--- src/rtl/multicore_ctrl.sv ---
// multicore_ctrl: staggered per-core reset release plus a registered valid/ready output arbiter.
// Define MULTICORE_CTRL_RR_EN for round-robin arbitration; otherwise the lowest eligible index wins.
module multicore_ctrl #(
    parameter int NCORES  = 21,
    parameter int DW      = 31,
    parameter int ENW     = 4,
    parameter int STAGGER = 25
) (
    input  logic                  clk,
    input  logic                  rst,
    output logic [NCORES-1:0]     core_rst,
    input  logic [NCORES*DW-1:0]  core_io_out,
    input  logic [NCORES*ENW-1:0] core_out_en,
    output logic [NCORES-1:0]     core_ack,
    output logic [DW-1:0]         io_out,
    output logic [ENW-1:0]        out_en,
    output logic                  out_valid,
    input  logic                  out_ready,
    output logic                  seq_done
);
    localparam int IW = $clog2(NCORES);
    localparam int CW = (STAGGER > 1) ? $clog2(STAGGER) : 1;

    typedef enum logic {S_RELEASE, S_DONE} state_t;

    state_t            state_q;
    logic [CW-1:0]     cnt_q;
    logic [IW-1:0]     idx_q;
    logic [NCORES-1:0] core_rst_q;
    logic              seq_done_q;

    logic [NCORES-1:0] core_ack_q, core_ack_d;
    logic [DW-1:0]     io_out_q, io_out_d;
    logic [ENW-1:0]    out_en_q, out_en_d;
    logic              out_valid_q, out_valid_d;

    logic [NCORES-1:0] elig;
    logic              found;
    logic [IW-1:0]     win;

    // Core idx_q is released whenever the stagger counter sits at zero.
    always_ff @(posedge clk) begin
        if (rst) begin
            state_q    <= S_RELEASE;
            cnt_q      <= '0;
            idx_q      <= '0;
            core_rst_q <= '1;
            seq_done_q <= 1'b0;
        end else begin
            case (state_q)
                S_RELEASE: begin
                    cnt_q <= (cnt_q == CW'(STAGGER - 1)) ? '0 : cnt_q + 1'b1;
                    if (cnt_q == '0) begin
                        core_rst_q[idx_q] <= 1'b0;
                        if (idx_q == IW'(NCORES - 1)) begin
                            state_q    <= S_DONE;
                            seq_done_q <= 1'b1;
                        end else begin
                            idx_q <= idx_q + 1'b1;
                        end
                    end
                end
                default: ;
            endcase
        end
    end

    // A core is masked while its ack is high so a stale request is never granted twice.
    generate
        for (genvar gi = 0; gi < NCORES; gi++) begin : g_elig
            assign elig[gi] = ~core_rst_q[gi] & (|core_out_en[gi*ENW +: ENW]) & ~core_ack_q[gi];
        end
    endgenerate

`ifdef MULTICORE_CTRL_RR_EN
    logic [IW-1:0]       ptr_q, ptr_d;
    logic [2*NCORES-1:0] elig_dbl;
    logic [NCORES-1:0]   elig_rot;
    logic [IW-1:0]       off;
    logic [IW:0]         sum;

    always_comb begin
        elig_dbl = {elig, elig} >> ptr_q;
        elig_rot = elig_dbl[NCORES-1:0];
        found    = 1'b0;
        off      = '0;
        for (int i = NCORES - 1; i >= 0; i--) begin
            if (elig_rot[i]) begin
                found = 1'b1;
                off   = IW'(i);
            end
        end
        sum = {1'b0, ptr_q} + {1'b0, off};
        win = (sum >= (IW+1)'(NCORES)) ? IW'(sum - (IW+1)'(NCORES)) : IW'(sum);
    end
`else
    always_comb begin
        found = 1'b0;
        win   = '0;
        for (int i = NCORES - 1; i >= 0; i--) begin
            if (elig[i]) begin
                found = 1'b1;
                win   = IW'(i);
            end
        end
    end
`endif

    always_comb begin
        out_valid_d = out_valid_q;
        io_out_d    = io_out_q;
        out_en_d    = out_en_q;
        core_ack_d  = '0;
`ifdef MULTICORE_CTRL_RR_EN
        ptr_d       = ptr_q;
`endif
        if (!out_valid_q || out_ready) begin
            if (found) begin
                out_valid_d = 1'b1;
                io_out_d    = core_io_out[win*DW +: DW];
                out_en_d    = core_out_en[win*ENW +: ENW];
                core_ack_d  = NCORES'(1) << win;
`ifdef MULTICORE_CTRL_RR_EN
                ptr_d       = (win == IW'(NCORES - 1)) ? '0 : win + 1'b1;
`endif
            end else begin
                out_valid_d = 1'b0;
            end
        end
    end

    always_ff @(posedge clk) begin
        if (rst) begin
            out_valid_q <= 1'b0;
            io_out_q    <= '0;
            out_en_q    <= '0;
            core_ack_q  <= '0;
`ifdef MULTICORE_CTRL_RR_EN
            ptr_q       <= '0;
`endif
        end else begin
            out_valid_q <= out_valid_d;
            io_out_q    <= io_out_d;
            out_en_q    <= out_en_d;
            core_ack_q  <= core_ack_d;
`ifdef MULTICORE_CTRL_RR_EN
            ptr_q       <= ptr_d;
`endif
        end
    end

    assign core_rst  = core_rst_q;
    assign core_ack  = core_ack_q;
    assign io_out    = io_out_q;
    assign out_en    = out_en_q;
    assign out_valid = out_valid_q;
    assign seq_done  = seq_done_q;
endmodule

--- config.mk ---
export PLATFORM = sky130hd
export DESIGN_NAME = multicore_ctrl
export DESIGN_NICKNAME = d
export VERILOG_FILES = /design/src/rtl/multicore_ctrl.sv
export SDC_FILE = /design/constraint.sdc
export NUM_CORES = 1
export LEC_CHECK = 0
export CAP_MARGIN = 15
export CORE_AREA = 2 2 323 325
export CTS_BUF_LIST = sky130_fd_sc_hd__clkbuf_4
export DETAILED_ROUTE_END_ITERATION = 12
export DIE_AREA = 0 0 325 327
export PLACE_DENSITY = 0.38
export RECOVER_POWER = 100
export SKIP_LAST_GASP = 1
export SYNTH_ARGS = -nofsm -noshare
export SYNTH_HDL_FRONTEND = slang
export SYNTH_SLANG_ARGS = --single-unit
--- constraint.sdc ---
create_clock -name clk -period 4.4 [get_ports clk]
set_clock_uncertainty 0.2 [all_clocks]
set_input_delay 0.44 -clock clk [delete_from_list [all_inputs] [get_ports clk]]
set_output_delay 0.44 -clock clk [all_outputs]
set_load 0.01 [all_outputs]
==> impl_metrics.env, run 1 <==
export IMPL_status="completed"
export IMPL_viasPerCell=4.21
export IMPL_io_pins=817
export IMPL_reg2reg_depth=13
export IMPL_hp_class="reg -> reg"
export IMPL_synthCells=1208
export IMPL_hold_start="io_out[14]"
export IMPL_cellLeakagePower_nw=7.56
export IMPL_post_route_cells_drive_above_1_share=0.117
export IMPL_critPathMaxFanout=10
export IMPL_dr_pass1_iters=6
export IMPL_cp_common_cell="buf_4"
export IMPL_final_common_cell="clkdlybuf4s50_1"
export IMPL_max_stage_delay_ps=870
export IMPL_drt_wirelength_per_cell_um=28.7
export IMPL_ys_ff_latch=90
export IMPL_fin_util=0.198
export IMPL_die_x_um=325
export IMPL_clock_latency_ps=620
export IMPL_cp_arrival_ps=4620
export IMPL_overflow=0
export IMPL_worst_setup_path_type="in -> reg"
export IMPL_syn_avg_cell_area_um2=7.75
export IMPL_yosysTopAreaCell="dfxtp_1"
export IMPL_drv_slew=0
export IMPL_max_freq_mhz=236
export IMPL_synth_mux_area_frac=0.127
export IMPL_drc=0
export IMPL_synth_simple_gate_area_frac=0.168
export IMPL_synth_xor_area_frac=0.00561
export IMPL_netlist_area_leader_share=0.192
export IMPL_netlist_area_mm2=0.00936
export IMPL_hold_buffers=0
export IMPL_die_h_um=327
export IMPL_cts_max_path_buffers=2
export IMPL_hold_path_end="io_out[14]"
export IMPL_finalCriticalPeriod_ps=4240
export IMPL_power_mw=4.31
export IMPL_final_cell_mix="clkdlybuf4s50_1, nand2_1, a21oi_1"
export IMPL_place_hpwl_mm=84.3
export IMPL_post_cts_resized=0
export IMPL_totalWireLength_mm=98.9
export IMPL_synth_flop_cell="dfxtp_1"
export IMPL_grt_pass1_vias=15306
export IMPL_r2r_end="io_out[22]"
export IMPL_cts_root_buf="clkbuf_4"
export IMPL_async_flop_share=0
export IMPL_cts_tree="yes"
export IMPL_grt_max_degree=46
export IMPL_ant_nets=0
export IMPL_rsz0062_at_grt="no"
export IMPL_area_growth_pct=118
export IMPL_gp_congestion=0.945
export IMPL_ys_top_cells_by_area="dfxtp_1, mux2_2, a221o_1"
export IMPL_maxCapViolations=0
export IMPL_coreArea_mm2=0.103
export IMPL_relSlewSlack=0.228
export IMPL_rows=118
export IMPL_io_buffers=816
export IMPL_drt_iter0_drc=1387
export IMPL_reg2reg_from="core_ack[19]"
export IMPL_synth_edf_count=0
export IMPL_seq_area_frac_synth=0.192
export IMPL_nFillCells=11503
export IMPL_vias=14533
export IMPL_power_density_mw_per_mm2=211
export IMPL_synth_nets=1952
export IMPL_start_util=0.0910
export IMPL_cts_sink_count=90
export IMPL_yosysWarnings=0
export IMPL_critPathRequiredTime_ps=4790
export IMPL_clk_pin_slew_ps=230
export IMPL_ys_types=65
export IMPL_hold_viol=0
export IMPL_cp_cell_sequence="clkdlybuf4s50_1 > nor4_1 > buf_4 > a2bb2oi_1 > o21a_1 > buf_4 > and2_4 > and2_0 > clkbuf_1 > a222oi_1 > a21oi_1 > a32o_1"
export IMPL_cts_setup_buffers=0
export IMPL_critPathCaptureType="flop"
export IMPL_fin_setup_tns_ps=0
export IMPL_die_area_mm2=0.106
export IMPL_cp_slowest_cell="clkbuf_1"
export IMPL_final_nets=2800
export IMPL_numCtsBuffers=9
export IMPL_post_route_period_util=0.963
export IMPL_synth_top_family_by_area="compound AO/OA/AOI/OAI gates"
export IMPL_dpl_cell_area_mm2=0.0203
export IMPL_antenna_found_initial=34
export IMPL_min_path_cells=1
export IMPL_grt_pass1_wl_mm=131
export IMPL_grt_usage=0.177
export IMPL_setup_violations=0
export IMPL_htree_levels=3
export IMPL_synth_adder_area_share=0.00802
export IMPL_synth_compound_area_frac=0.443
export IMPL_finalInstanceArea_mm2=0.0204
export IMPL_start_kind="primary input"
export IMPL_worstMarginPinSlew_ps=1160
export IMPL_hold_slack_ps=294
export IMPL_ir_drop_mv=0.174
export IMPL_rrSetupSlack_ps=360
through the flow:
| step | std cells | worst slack, ps |
|---|---|---|
| after CTS | 3440 | 328 |
| after floorplan | 1208 | 827 |
| final | 3449 | 165 |
| after global placement | 3425 | -415 |
| after global routing | 3445 | 102 |
| after detailed placement | 3425 | -411 |
logic make-up after synthesis:
logic type / count (synthesis)
AOI/OAI and AO/OA: 526
and+or+nand+nor: 339
buffers and inverters: 131
muxes: 110
DFF: 90
xor gates and xnor gates: 6
adders and majority gates: 6
layout make-up:
cell class,count,area [um^2],area share
tap,1380,1730,0.0847
antenna,9,22.5,0.00110
multi-input combinational,987,7110,0.349
sequential,90,1800,0.0884
inverter,6,22.5,0.00110
clock inverter,6,66.3,0.00325
timing repair buffer,962,9570,0.469
clock buffer,9,67.6,0.00331
critical path, delay by kind of cell:
kind,cells,cell delay (ps)
AOI/OAI and AO/OA,5,1340
buffers and inverters,4,1710
and+or+nand+nor,3,1110
routing by layer:
metal	GRT usage	share of wire	vias to the layer above
met5	0	0.0025	-
met4	0.0410	0.020	40
met3	0.0428	0.072	114
met2	0.301	0.47	798
met1	0.224	0.43	7035
li1	-	-	6546
how the worst max path moves through the flow:
| stage | start | endpoint | slack [ps] | cells past startpoint |
|---|---|---|---|---|
| final | core_out_en[4] | io_out[23] | 160 | 12 |
| after global routing | core_out_en[21] | io_out[23] | 100 | 13 |
| after CTS | core_out_en[21] | io_out[29] | 330 | 12 |
| after detailed placement | core_out_en[20] | io_out[23] | -410 | 12 |
| after global placement | core_out_en[77] | io_out[23] | -410 | 12 |
| after floorplan | core_out_en[41] | io_out[10] | 830 | 11 |
cell usage after synthesis (3+ instances only):
master	number
inv_1	6
a22oi_1	36
o21ai_0	47
o221a_1	35
mux2_2	63
mux2_1	5
nor3b_1	5
ha_1	6
and2_1	6
a21o_1	56
buf_1	8
a222oi_1	35
nor3_1	11
o211ai_1	4
mux2i_1	42
nor2_1	46
or4_1	8
nand4_1	4
a32o_1	35
or2_2	15
dfxtp_1	90
nor4_1	15
a221oi_1	40
o21a_1	36
nand2_1	151
nand3_1	54
a221o_1	65
buf_2	17
clkbuf_1	98
or2_1	5
o22a_1	3
nor2b_1	5
a21oi_1	105
xor2_1	4
and2_0	4
state kept, by name, summed over array words and instances (netlist names):
| register | count |
|---|---|
| core_rst | 21 |
| cnt_q | 5 |
| state_q | 1 |
| out_valid | 1 |
| seq_done | 1 |
| io_out | 31 |
| idx_q | 5 |
| out_en | 4 |
| core_ack | 21 |
where the power goes:
part / total (mW) / internal [mW] / switching (mW)
logic: 2.67 / 1.36 / 1.32
clock network: 0.619 / 0.173 / 0.445
registers: 1.02 / 0.928 / 0.0912
Power figures use the tool's default switching activity.
==> inputs of run 2 (changes only) <==
--- a/config.mk
+++ b/config.mk
@@ -10,6 +10,7 @@
 export CTS_BUF_LIST = sky130_fd_sc_hd__clkbuf_4
 export DETAILED_ROUTE_END_ITERATION = 12
 export DIE_AREA = 0 0 325 327
+export MAX_ROUTING_LAYER = met4
 export PLACE_DENSITY = 0.38
 export RECOVER_POWER = 100
 export SKIP_LAST_GASP = 1
==> impl_metrics.env, run 2 (synthesis results as in run 1) <==
export IMPL_status="completed"
export IMPL_cts_max_path_buffers=2
export IMPL_die_h_um=327
export IMPL_finalInstanceArea_mm2=0.0206
export IMPL_antenna_found_initial=39
export IMPL_grt_usage=0.182
export IMPL_hold_viol=0
export IMPL_post_route_period_util=0.938
export IMPL_max_freq_mhz=242
export IMPL_post_route_cells_drive_above_1_share=0.122
export IMPL_cts_tree="yes"
export IMPL_final_nets=2808
export IMPL_post_cts_resized=0
export IMPL_start_kind="primary input"
export IMPL_finalCriticalPeriod_ps=4130
export IMPL_drc=0
export IMPL_maxCapViolations=0
export IMPL_cellLeakagePower_nw=7.62
export IMPL_r2r_end="io_out[26]"
export IMPL_relSlewSlack=0.335
export IMPL_ir_drop_mv=0.177
export IMPL_drv_slew=0
export IMPL_totalWireLength_mm=98.9
export IMPL_hold_buffers=0
export IMPL_critPathCaptureType="flop"
export IMPL_worst_setup_path_type="in -> reg"
export IMPL_htree_levels=3
export IMPL_power_mw=4.32
export IMPL_reg2reg_from="core_rst[12]"
export IMPL_io_pins=817
export IMPL_cts_sink_count=90
export IMPL_fin_setup_tns_ps=0
export IMPL_power_density_mw_per_mm2=210
export IMPL_critPathRequiredTime_ps=4740
export IMPL_hp_class="reg -> reg"
export IMPL_final_cell_mix="clkdlybuf4s50_1, nand2_1, a21oi_1"
export IMPL_dr_pass1_iters=7
export IMPL_cts_root_buf="clkbuf_4"
export IMPL_min_path_cells=1
export IMPL_dpl_cell_area_mm2=0.0204
export IMPL_drt_iter0_drc=1302
export IMPL_critPathMaxFanout=10
export IMPL_viasPerCell=4.22
export IMPL_gp_congestion=0.928
export IMPL_clock_latency_ps=610
export IMPL_rsz0062_at_grt="no"
export IMPL_grt_pass1_wl_mm=131
export IMPL_numCtsBuffers=9
export IMPL_grt_pass1_vias=15157
export IMPL_cts_setup_buffers=0
export IMPL_cp_arrival_ps=4470
export IMPL_worstMarginPinSlew_ps=997
export IMPL_rows=118
export IMPL_grt_max_degree=52
export IMPL_reg2reg_depth=12
export IMPL_setup_violations=0
export IMPL_hold_path_end="io_out[26]"
export IMPL_vias=14692
export IMPL_drt_wirelength_per_cell_um=28.4
export IMPL_largest_reg_flops=31
export IMPL_final_common_cell="clkdlybuf4s50_1"
export IMPL_coreArea_mm2=0.103
export IMPL_area_growth_pct=120
export IMPL_rrSetupSlack_ps=460
export IMPL_die_x_um=325
export IMPL_ant_nets=0
export IMPL_start_util=0.0910
export IMPL_hold_start="io_out[26]"
export IMPL_clk_pin_slew_ps=210
export IMPL_io_buffers=816
export IMPL_place_hpwl_mm=83.7
export IMPL_die_area_mm2=0.106
export IMPL_overflow=0
==> run 2: stage by stage <==
| step | std cells | worst slack [ps] | utilization | hold WS, ps |
|---|---|---|---|---|
| final | 3479 | 272 | 0.200 | 288 |
| after floorplan | 1208 | 827 | - | 290 |
| after global placement | 3433 | -371 | 0.199 | 249 |
| after detailed placement | 3433 | -339 | 0.199 | 256 |
| after CTS | 3449 | 368 | 0.200 | 212 |
| after global routing | 3475 | 175 | 0.200 | 289 |
==> run 2: worst max-delay path, cell delays in order <==
cell and delay, ps:
dlygate4sd3_1 560, or4_1 730, a22oi_1 350, clkbuf_4 200
nand4_1 110, nor3_1 280, nor3_1 150, and2_2 240
clkbuf_1 420, a222oi_1 530, a21oi_1 140, a32o_1 280
==> run 2: how the worst max path moves through the flow <==
stage | start | endpoint | slack [ps]
after floorplan | core_out_en[41] | io_out[10] | 830
after global placement | core_out_en[77] | io_out[26] | -370
after detailed placement | core_out_en[77] | io_out[26] | -340
after CTS | core_out_en[77] | io_out[26] | 370
after global routing | core_out_en[72] | io_out[28] | 180
final | core_out_en[16] | io_out[23] | 270
==> run 2: layer usage <==
| layer | vias up | part of all wire | GRT usage |
|---|---|---|---|
| li1 | 6601 | - | - |
| met1 | 7262 | 0.44 | 0.226 |
| met3 | 52 | 0.065 | 0.0374 |
| met4 | 0 | 0.013 | 0.0344 |
| met2 | 777 | 0.49 | 0.307 |
| met5 | - | 0 | - |
==> run 2: final cells by class <==
class                      instances  area (um^2)
inverter                           6         22.5
antenna                           30         75.1
multi-input combinational        987         7110
tap                             1380         1730
clock inverter                     7         70.1
fill                           11477        82300
sequential                        90         1800
clock buffer                       9         67.6
timing repair buffer             970         9680
==> run 2: where the power goes <==
part	switching, mW	internal, mW	leakage [nW]
clock network	0.456	0.132	0.0724
registers	0.0865	0.927	0.733
logic	1.33	1.39	6.81
==> inputs of run 3 (changes only) <==
--- a/config.mk
+++ b/config.mk
@@ -8,6 +8,7 @@
 export CAP_MARGIN = 15
 export CORE_AREA = 2 2 323 325
 export CTS_BUF_LIST = sky130_fd_sc_hd__clkbuf_4
+export CTS_CLUSTER_DIAMETER = 50
 export DETAILED_ROUTE_END_ITERATION = 12
 export DIE_AREA = 0 0 325 327
 export MAX_ROUTING_LAYER = met4
@@ -17,3 +18,4 @@
 export SYNTH_ARGS = -nofsm -noshare
 export SYNTH_HDL_FRONTEND = slang
 export SYNTH_SLANG_ARGS = --single-unit
+export TNS_END_PERCENT = 20
==> results of run 3 <==
The final DEF is identical to that of run 2; final timing and power are the same.
